`src/rtl/sm_to_bcd_conv.sv`:
```
// Sign-magnitude to signed-BCD converter for the display path.
// Bit-serial double-dabble: one magnitude bit per clock, valid/ready on both sides.
module sm_to_bcd_conv #(
    parameter int WIDTH  = 17,
    parameter int DIGITS = 5
) (
    input  logic                  clk,
    input  logic                  rst_n,
    input  logic                  in_valid,
    output logic                  in_ready,
    input  logic [WIDTH-1:0]      in_sm,
    input  logic                  in_ovf,
    output logic                  out_valid,
    input  logic                  out_ready,
    output logic [4*DIGITS-1:0]   out_bcd,
    output logic                  out_neg,
    output logic                  out_ovf
);
    localparam int MW = WIDTH - 1;
    localparam int BW = 4 * DIGITS;
    localparam int CW = $clog2(WIDTH);

    typedef enum logic [1:0] {IDLE, SHIFT, DONE} state_t;

    state_t         state, state_nxt;
    logic [MW-1:0]  mag_sr;
    logic [BW-1:0]  bcd_sr, bcd_adj, bcd_shf;
    logic [CW-1:0]  cnt;
    logic           sign_q, nz_q, ovf_q;
    logic           last_shift;

    // Add-3 correction on every digit before the shift.
    for (genvar d = 0; d < DIGITS; d++) begin : g_adj
        assign bcd_adj[4*d +: 4] = (bcd_sr[4*d +: 4] >= 4'd5) ? bcd_sr[4*d +: 4] + 4'd3
                                                              : bcd_sr[4*d +: 4];
    end

    assign bcd_shf    = {bcd_adj[BW-2:0], mag_sr[MW-1]};
    assign last_shift = (state == SHIFT) && (cnt == CW'(1));

    always_ff @(posedge clk or negedge rst_n) begin
        if (!rst_n) state <= IDLE;
        else        state <= state_nxt;
    end

    always_comb begin
        state_nxt = state;
        in_ready  = 1'b0;
        out_valid = 1'b0;
        case (state)
            IDLE: begin
                in_ready = 1'b1;
                if (in_valid) state_nxt = SHIFT;
            end
            SHIFT: begin
                if (cnt == CW'(1)) state_nxt = DONE;
            end
            DONE: begin
                out_valid = 1'b1;
                if (out_ready) state_nxt = IDLE;
            end
            default: state_nxt = IDLE;
        endcase
    end

    always_ff @(posedge clk or negedge rst_n) begin
        if (!rst_n) begin
            mag_sr <= '0;
            bcd_sr <= '0;
            cnt    <= '0;
            sign_q <= 1'b0;
            nz_q   <= 1'b0;
            ovf_q  <= 1'b0;
        end else if (state == IDLE && in_valid) begin
            mag_sr <= in_sm[MW-1:0];
            bcd_sr <= '0;
            cnt    <= CW'(WIDTH - 1);
            sign_q <= in_sm[WIDTH-1];
            nz_q   <= |in_sm[MW-1:0];
            ovf_q  <= in_ovf;
        end else if (state == SHIFT) begin
            mag_sr <= {mag_sr[MW-2:0], 1'b0};
            bcd_sr <= bcd_shf;
            cnt    <= cnt - CW'(1);
        end
    end

    // Result registers only move on entry to DONE; out_valid qualifies them.
    always_ff @(posedge clk or negedge rst_n) begin
        if (!rst_n) begin
            out_bcd <= '0;
            out_neg <= 1'b0;
            out_ovf <= 1'b0;
        end else if (last_shift) begin
            out_bcd <= ovf_q ? {BW{1'b1}} : bcd_shf;
            out_neg <= ~ovf_q & sign_q & nz_q;
            out_ovf <= ovf_q;
        end
    end
endmodule

```
`config.mk`:
```
export PLATFORM = sky130hd
export DESIGN_NAME = sm_to_bcd_conv
export DESIGN_NICKNAME = d
export VERILOG_FILES = /design/src/rtl/sm_to_bcd_conv.sv
export SDC_FILE = /design/constraint.sdc
export NUM_CORES = 1
export LEC_CHECK = 0
export CAP_MARGIN = 20
export CORE_MARGIN = 3
export CORE_UTILIZATION = 47
export CTS_CLUSTER_DIAMETER = 30
export CTS_CLUSTER_SIZE = 16
export DETAILED_ROUTE_END_ITERATION = 8
export GPL_TIMING_DRIVEN = 0
export PLACE_DENSITY = 0.76
export SLEW_MARGIN = 20
export SYNTH_ARGS = -nofsm -noshare
export SYNTH_HDL_FRONTEND = slang
export SYNTH_SLANG_ARGS = --single-unit
```
`constraint.sdc`:
```
create_clock -name clk -period 1.6 [get_ports clk]
set_input_delay 0.32 -clock clk [delete_from_list [all_inputs] [get_ports clk]]
set_output_delay 0.32 -clock clk [all_outputs]
set_load 0.01 [all_outputs]
```
### Yosys cells after proc, flatten, opt, wreduce, memory -nomap -nowiden

Cells that the tools add are included.
W data, S select, Z words.

| operators by class | value |
|---|---|
| add/sub/neg operators | 6 |
| order comparisons | 5 |
| equal/unequal tests | 6 |
| mux-type cells | 18 |
| bitwise operators | 3 |
| reduce and logical (&&, ||, !) cells | 6 |

Operators with widths:

| operator | number |
|---|---|
| $mux W20 | 3 |
| $mux W16 | 2 |
| $ge A4 B3 Y1 const B | 5 |
| $add A4 B2 Y4 const B | 4 |
| $mux W4 | 4 |
| $reduce_or A16 Y1 | 1 |
| $mux W5 | 2 |
| $mux W2 | 3 |
| $pmux W2 S3 | 1 |
| $eq A5 B1 Y1 const B | 1 |
| $sub A5 B1 Y5 const B | 1 |
| $ne A2 B2 Y1 const B | 2 |
| $add A3 B2 Y3 const B | 1 |
| $mux W3 | 1 |
| $reduce_and A3 Y1 | 1 |
| $and A1 B1 Y1 | 2 |
| $eq A2 B1 Y1 const B | 1 |
| $eq A2 B2 Y1 const B | 1 |
| $logic_and A1 B1 Y1 | 2 |
| $logic_not A2 Y1 | 1 |
| $mux W1 | 2 |
| $ne A2 B1 Y1 const B | 1 |
| $reduce_bool A2 Y1 | 1 |
| $not A1 Y1 | 1 |

| storage, ports and cells | value |
|---|---|
| bits in registers | 68 |
| input bits | 22 |
| output and inout bits | 24 |
| logic and storage cells | 54 |

### Depth between registers and ports, before layout

| depth | value |
|---|---|
| depth in word-level cells | 4 |
| mapped depth | 7 |
| gate-level depth less buffers | 6 |

### Worst setup path before layout

OpenSTA, ideal clock, no wires.

| path | value |
|---|---|
| path kind | flip-flop to flip-flop |
| from | reg bcd_sr[8] |
| to | reg bcd_sr[10] |
| library setup time | 0.083 ns |
| arrival time | 1.433 ns |
| data required time | 1.517 ns |
| slack | 0.084 ns |
| cell stages (with the launch flop) | 7 |
| path buffers | 0 |
| period minus slack after synthesis | 1.516 ns |
| cell sequence | dfrtp_1 > inv_1 > ha_1 > nand2b_1 > a21oi_1 > mux2_2 > o21ai_0 |

| between the ends | value |
|---|---|
| cells in the longest elaborated chain, start to end | 4 |
| elaborated cells between the ends (all ways) | 5 |
| those cells by class | add/sub: 1; order compare: 1; mux: 3 |

Ends and longest elaborated chain:

| what | line | text |
|---|---|---|
| from (decl) | 27 | `logic [BW-1:0] bcd_sr, bcd_adj, bcd_shf;` |
| from (signal assigned) | 83 | `bcd_sr <= bcd_shf;` |
| $add A4 B2 Y4 / $ge A4 B3 Y1 (equally long branches) | 34 | `assign bcd_adj[4*d +: 4] = (bcd_sr[4*d +: 4] >= 4'd5) ? bcd_sr[4*d +: 4] + 4'd3` |
| $mux W4 * | 34 |  |
| $mux W20 * | 81 | `end else if (state == SHIFT) begin` |
| $mux W20 * | 74 | `end else if (state == IDLE && in_valid) begin` |

Mark *: on every way between the ends. The rest lies on a longest branch, timed or not. The select of a mux whose other input is x is not followed.
A chain may end at the register's enable or synchronous reset.

### Worst setup path after layout

| path | value |
|---|---|
| from | reg bcd_sr[17] |
| to | reg out_bcd[18] |

| between the ends | value |
|---|---|
| cells in the longest elaborated chain, start to end | 3 |
| elaborated cells between the ends (all ways) | 4 |
| those cells by class | add/sub: 1; order compare: 1; mux: 2 |

Ends and longest elaborated chain:

| what | line | text |
|---|---|---|
| $ge A4 B3 Y1 / $add A3 B2 Y3 (equally long branches) | 34 |  |
| $mux W3 * | 34 |  |
| $mux W20 * | 95 | `out_bcd <= ovf_q ? {BW{1'b1}} : bcd_shf;` |
| to (signal assigned) | 95 |  |
| to (decl) | 15 | `output logic [4*DIGITS-1:0] out_bcd,` |

Mark *: on every way between the ends. The rest lies on a longest branch, timed or not.

==> flow_summary.toml <==
[floorplan]
row_count = 29
io_pins = 46
core-area_sq_um = 6490
die_area_sq_um = 7870
start_util = 0.495
die_h_um = 88.7
dieWidth_um = 88.7

[finish]
final_layout_size_suffix_gt1_frac = 0.238
synthToLayoutAreaGrowth_pct = 35.1
num_antenna_cells = 0
final_cell_area_sq_um = 4340
final_nets = 450
fin_cells = 498
num-fill-cells = 475

[route]
dr.pass1.iters = 5
routed_wl_mm = 8.06
drc = 0
via_per_inst = 5.58
ant_nets = 0
wire_per_inst_um = 16.2
vias = 2781
drtIter0Drc = 162

[synthesis]
synth-simple-area-share = 0.204
syn_area_per_cell_sq_um = 9.40
synth_compound_area_frac = 0.142
muxShareOfSynthArea = 0.0175
yosys.area.top_type = "dfrtp_1"
synthDistinctLibCells = 28
synth_fa_ha_area_frac = 0.0467
synth_top_family_by_area = "simple AND/OR/NAND/NOR gates"
synth_nets = 376
syn_inst = 342
ys_ff_latch = 68
ys_top_cells_by_area = "dfrtp_1, nand2_1, o21ai_0"
ys_warn_count = 0
synth_top_area_share = 0.529
syn-cell-area_sq_um = 3220
yosysSeqAreaShare = 0.529
yosys.area_share.xor_xnor = 0.0163

[placed_design]
place_inst = 465
place_area_sq_um = 3790
dp_slack_ns = -0.334
dpl.hpwl_mm = 5.20
portBuffers = 45
gp_congestion = 0.789

[timing]
fin_ws_ns = 0.0224
rsz0062_at_grt = "yes"
tns_ns = 0
max_freq_ghz = 0.634
max_slew_margin = 0.553
finClkSkew_ns = 0.00392
period_needed_ns = 1.58
fin_crit_sh = 0.986
drv_slew = 0
setup_viol = 0
worst_slew_pin_slew_ns = 0.671
hold_viol_final = 0

[worst_setup_path]
critical_path_class = "register to register"
setup.worst_path.start = "bcd_sr[17]"
r2r-start = "bcd_sr[17]"
cp-start-kind = "register"
crit_fanout = 3
worstSetupEndpointType = "register"
critPathArrivalTime_ns = 1.85
worst_ep_required_time_ns = 1.87

[clock_network]
cts_tree = "done"
insertion_delay_ns = 0.34
clockBufferDepth = 2
clkTransAtPathRegs_ns = 0.07
cts_inserted_buffers = 9
cts_sinks = 68
root_buffer = "clkbuf_8"
htree_num_levels = 3

[grt]
grt_max_degree = 52
grt_usage = 0.210
grt_pass1_wl_mm = 12.6
overflow = 0
grt_pass1_vias = 2620
antenna_found_initial = 0

[min_path]
hold_path_class = "input port to asynchronous set/reset pin"

[power_and_ir_drop]
ir_drop_uv = 847
p_leak_nw = 1.95
cellPowerDensity_nw_per_um2 = 2090
power.total_mw = 9.08

[run]
maxCapViolations = 0

[outcome]
outcome = "completed"
-- what timing repair did --
action,4_1_cts,5_1_grt
endpoints found under the setup margin,20,66
setup buffers,4,10
gates resized for setup,18,79
pin swaps,4,10
hold buffers,1,0
cloned,0,2
endpoints found under the hold margin,17,0
-- final timing paths --
kind,slack [ns],end,cells past startpoint
setup / recovery,0.02,out_bcd[18],6
hold / removal,0.39,out_bcd[19],2
setup reg to reg,0.02,out_bcd[18],6
hold reg to reg,0.47,out_ovf,2
max in group asynchronous,0.68,cnt[0],3
min in group clk,0.47,out_ovf,2
-- power by group --
group,internal (mW),total (mW),switching (mW)
Clock,0.690,1.30,0.613
Combinational,2.23,4.62,2.39
Sequential,2.54,3.16,0.616
-- flip-flops by register name, summed over array words and instances, names as in the netlist --
signal,count
bcd_sr,20
ovf_q,1
out_bcd,20
cnt,5
nz_q,1
sign_q,1
state,2
mag_sr,16
out_ovf,1
out_neg,1
-- per-stage QoR --
| stage | hold WS (ns) | util |
|---|---|---|
| 2_1_floorplan | 0.0244 | - |
| 3_3_place_gp | 0.459 | 0.579 |
| 3_5_place_dp | 0.212 | 0.583 |
| 4_1_cts | 0.392 | 0.625 |
| 5_1_grt | 0.398 | 0.669 |
| 6_report | 0.386 | 0.669 |
-- kinds of logic (layout without fill, tap and decap cells) --
| group | after synthesis | in the layout |
|---|---|---|
| simple gates | 138 | 138 |
| compound gates | 82 | 82 |
| flops | 68 | 68 |
| buf+inv | 31 | 110 |
| fa+ha+maj | 12 | 12 |
| xor+xnor | 6 | 6 |
| mux | 5 | 5 |
-- cells in the final DEF, fill, tap and decap left out, drive strengths merged --
master	synthesis	routed
nor4b	2	2
inv	13	13
clkbuf	7	24
a21oi	24	24
dlygate4sd3	0	1
o21ai	41	41
dlymetal6s2s	0	6
clkdlybuf4s50	0	36
nand2	56	56
o31ai	2	2
nor2b	1	1
buf	11	29
nand3	17	17
ha	12	12
nor4	4	4
or4	1	1
and4	1	1
and2	1	1
nor3b	5	5
xnor2	6	6
nor2	28	28
dfrtp	68	68
a22oi	15	15
nand2b	12	12
mux2	5	5
clkinv	0	1
nor3	10	10
-- layer usage --
metal / up-vias / part of all wire / track usage
li1: 1326 / - / -
met1: 1374 / 0.45 / 0.285
met2: 61 / 0.49 / 0.329
met3: 20 / 0.045 / 0.0503
met4: 0 / 0.022 / 0.0728
met5: - / 0 / 0
-- critical path, stage by stage, from the launching register on --
cell      delay [ns]
dfrtp_1         0.36
inv_1           0.08
ha_1            0.18
nand2b_1        0.16
a21oi_2         0.20
mux2_2          0.39
a21oi_2         0.14
-- synth_stat cells --
master	n
a22oi_1	15
o31ai_2	1
buf_2	7
o31ai_1	1
mux2_2	5
nor2_2	1
nand3_1	17
nand2b_1	12
nor3b_2	1
dfrtp_1	68
nor3_1	10
nor4b_2	2
nor3b_1	4
nor2b_2	1
clkbuf_1	7
o21ai_1	3
buf_4	4
xnor2_1	6
or4_1	1
and2_1	1
inv_1	13
nand2_1	56
ha_1	12
nor2_1	27
nor4_1	4
o21ai_0	38
and4_1	1
a21oi_1	24
-- area by class of cell --
type                            count  area [sq um]  share of cell area
Tap cell                           77          96.3              0.0222
Clock inverter                      1          5.00             0.00115
Sequential cell                    68          1700               0.392
Buffer                             18           121              0.0279
Timing Repair Buffer               63           616               0.142
Clock buffer                       15           176              0.0406
Inverter                           13          48.8              0.0112
Multi-Input combinational cell    243          1580               0.363
No activity file was read; power rests on OpenSTA's default activity.
